--- config.mk ---
export PLATFORM = sky130hd
export DESIGN_NAME = rat_pos_step
export DESIGN_NICKNAME = d
export VERILOG_FILES = /design/src/rtl/rat_pkg.sv /design/src/rtl/rat_pos_step.sv
export SDC_FILE = /design/constraint.sdc
export NUM_CORES = 1
export LEC_CHECK = 0
export ABC_AREA = 0
export CORE_AREA = 2 2 39 41
export DETAILED_ROUTE_END_ITERATION = 16
export DIE_AREA = 0 0 41 43
export PLACE_DENSITY_LB_ADDON = 0.15
export SYNTH_ARGS = -nofsm -noshare
export SYNTH_HDL_FRONTEND = slang
export SYNTH_SLANG_ARGS = --single-unit
--- constraint.sdc ---
create_clock -name vclk -period 3.4
set_input_delay 1.02 -clock vclk [all_inputs]
set_output_delay 1.02 -clock vclk [all_outputs]
set_load 0.01 [all_outputs]
--- src/rtl/rat_pkg.sv ---
// Shared types for the rat maze solver and its path checker.
// move_t is the move encoding on the solver-to-checker Move stream.
package rat_pkg;

  typedef enum logic [1:0] {
    MV_XP = 2'b00,
    MV_YN = 2'b01,
    MV_XN = 2'b10,
    MV_YP = 2'b11
  } move_t;

  typedef enum logic [1:0] {
    FC_NONE = 2'b00,
    FC_WALL = 2'b01,
    FC_OOB  = 2'b10,
    FC_END  = 2'b11
  } fail_code_t;

  typedef enum logic [2:0] {
    ST_IDLE,
    ST_INIT,
    ST_WAIT,
    ST_READ,
    ST_CHECK,
    ST_DONE,
    ST_FAIL
  } chk_state_t;

endpackage

--- src/rtl/rat_pos_step.sv ---
// One maze step: applies a move to a position and flags any carry or borrow
// out of the CW-bit coordinate as leaving the maze.
module rat_pos_step
  import rat_pkg::*;
#(
  parameter int CW = 4
) (
  input  logic [CW-1:0] x_i,
  input  logic [CW-1:0] y_i,
  input  move_t         move_i,
  output logic [CW-1:0] nx_o,
  output logic [CW-1:0] ny_o,
  output logic          oob_o
);

  localparam logic [CW:0] ONE = (CW+1)'(1);

  logic [CW:0] xe;
  logic [CW:0] ye;

  always_comb begin
    xe = {1'b0, x_i};
    ye = {1'b0, y_i};
    unique case (move_i)
      MV_XP: xe = {1'b0, x_i} + ONE;
      MV_YN: ye = {1'b0, y_i} - ONE;
      MV_XN: xe = {1'b0, x_i} - ONE;
      MV_YP: ye = {1'b0, y_i} + ONE;
    endcase
    nx_o  = xe[CW-1:0];
    ny_o  = ye[CW-1:0];
    oob_o = xe[CW] | ye[CW];
  end

endmodule

==> results.json <==
{
  "maxSlewViolCount": 0,
  "hp-start": "x_i[3]",
  "ant_nets": 0,
  "grt_max_degree": 8,
  "cp_slowest_cell": "or4_4",
  "status": "finished, violations left",
  "syn_nets": 62,
  "antenna_found_initial": 0,
  "max_cap_viol_count": 0,
  "grt_pass1_wl_um": 1773,
  "drc": 0,
  "maxSlewHeadroom_pct": 73.80,
  "io_buffers": 19,
  "wl_um": 969,
  "holdWs_ns": 2.546,
  "yosysUniqueCellTypes": 30,
  "syn_to_final_growth_pct": 109.5,
  "crit_arrival_ns": 2.52,
  "finalHoldViolCount": 0,
  "start_kind": "input port",
  "cp_cell_sequence": "buf_8, nand2b_4, xnor2_2, ha_2, nor2_2, or4_4, a211oi_4, buf_2",
  "grt_pass1_vias": 442,
  "overflow": 0,
  "coreArea_sq_um": 1384,
  "crit_path_start": "move_i[0]",
  "fp-row-count": 14,
  "place_ws_ns": -1.004,
  "dieArea_sq_um": 1763,
  "peakVddDrop_mv": 0.06872,
  "via_per_inst": 4.727,
  "netlist_area_sq_um": 356.6,
  "clockBufferCount": 0,
  "fin_crit_ns": 3.540,
  "leakage_nw": 0.3599,
  "syn_area_per_cell_sq_um": 7.587,
  "finalWorstSetupSlack_ns": -0.1397,
  "fmax_mhz": 282.5,
  "antenna_cells": 0,
  "yosysWarnings": 0,
  "finalNetCount": 100,
  "violations": "setup timing",
  "drt_first_pass_iters": 4,
  "max_stage_delay_ns": 0.49,
  "dp_hpwl_um": 783,
  "cp-end-kind": "output port",
  "fillers": 144,
  "start_util_pct": 25.77,
  "tightest_slew_ns": 0.3895,
  "hp-class": "in -> out",
  "die_h_um": 43,
  "setup_violations": 1,
  "yosysSeqAreaShare_pct": 0,
  "dpl-instance-area_sq_um": 694.4,
  "holdBufCountCts": 0,
  "drive_gt1_share_pct": 54.22,
  "layout_common_cells": "buf_4 (20), dlygate4sd2_1 (9), buf_2 (5), xnor2_1 (4)",
  "final_common_cell": "buf_4",
  "crit_type": "in -> out",
  "rsz0062_at_grt": "yes",
  "synth_cells": 47,
  "path_buf_inv": 2,
  "wl_per_cell_um": 9.788,
  "n_sequential_cell": 0,
  "min_period_over_period_pct": 104.1,
  "path_delay_family": "simple AND/OR/NAND/NOR gates",
  "num_io_pins": 19,
  "via_count": 468,
  "gp_congestion": 0.7167,
  "regArea_sq_um": 0,
  "power_density_nw_per_um2": 149.3,
  "die_x_um": 41,
  "drt_iter0_drc": 4,
  "stdcell_area_sq_um": 747.0,
  "critical_path_required_ns": 2.38,
  "total_power_uw": 111.5,
  "gr-usage-all-layers_pct": 13.23,
  "critPathMaxFanout": 3
}
per-stage QoR:
| stage | util (%) | instances | TNS (ns) |
|---|---|---|---|
| floorplan | - | 47 | -0.05744 |
| global placement | 50.18 | 95 | -4.943 |
| detailed placement | 50.18 | 95 | -5.012 |
| CTS | 52.08 | 97 | -0.2686 |
| global route | 53.98 | 99 | -0.3650 |
| finish | 53.98 | 99 | -0.1397 |
layer usage:
layer,GRT usage [%],vias to the layer above,part of all wire (%)
li1,-,244,-
met1,20.45,215,50
met2,21.25,9,46
met3,0,0,3.8
met4,0,0,0
met5,0,-,0
what timing repair did:
action                     CTS  global route
buffers inserted             2             2
hold endpoints to repair     0             0
setup endpoints to repair    9             4
resized for setup           43            12
pin swaps                    5             5
cells by family (layout without fill, tap and decap cells):
group | Yosys count | after routing | synth area share, %
multiplexers | 3 | 3 | 9.122
buffers and inverters | 8 | 44 | 9.824
AO/OA/AOI/OAI | 7 | 7 | 13.33
adder cells (fa/ha/maj) | 5 | 5 | 19.65
AND/OR/NAND/NOR | 18 | 18 | 33.34
XOR/XNOR | 6 | 6 | 14.74
Yosys cell counts (2+ instances only):
master | count | area, sq um
mux2_2 | 2 | 22.52
ha_1 | 4 | 50.05
a21oi_1 | 2 | 10.01
nand2_1 | 3 | 11.26
o21ai_1 | 2 | 10.01
nor2b_1 | 2 | 12.51
inv_1 | 5 | 18.77
xnor2_1 | 5 | 43.79
final cells by class:
cell class                 count  area [sq um]  share of cell area (%)
tap                           16         20.02                   2.680
timing repair buffer          38         301.5                   40.37
multi-input combinational     39         402.9                   53.94
inverter                       6         22.52                   3.015
report_power, final:
| group | internal (mW) | switching (mW) | total, mW |
|---|---|---|---|
| Combinational | 0.0647 | 0.0468 | 0.112 |
| Sequential | 0 | 0 | 0 |
| Clock | 0 | 0 | 0 |
| Total | 0.0647 | 0.0468 | 0.112 |
path summary, 6_finish.rpt:
path / end / slack [ns] / cells after the start
worst min-delay path: nx_o[3] / 2.55 / 3
worst max-delay path: oob_o / -0.14 / 8
No activity file was read; power rests on OpenSTA's default activity.
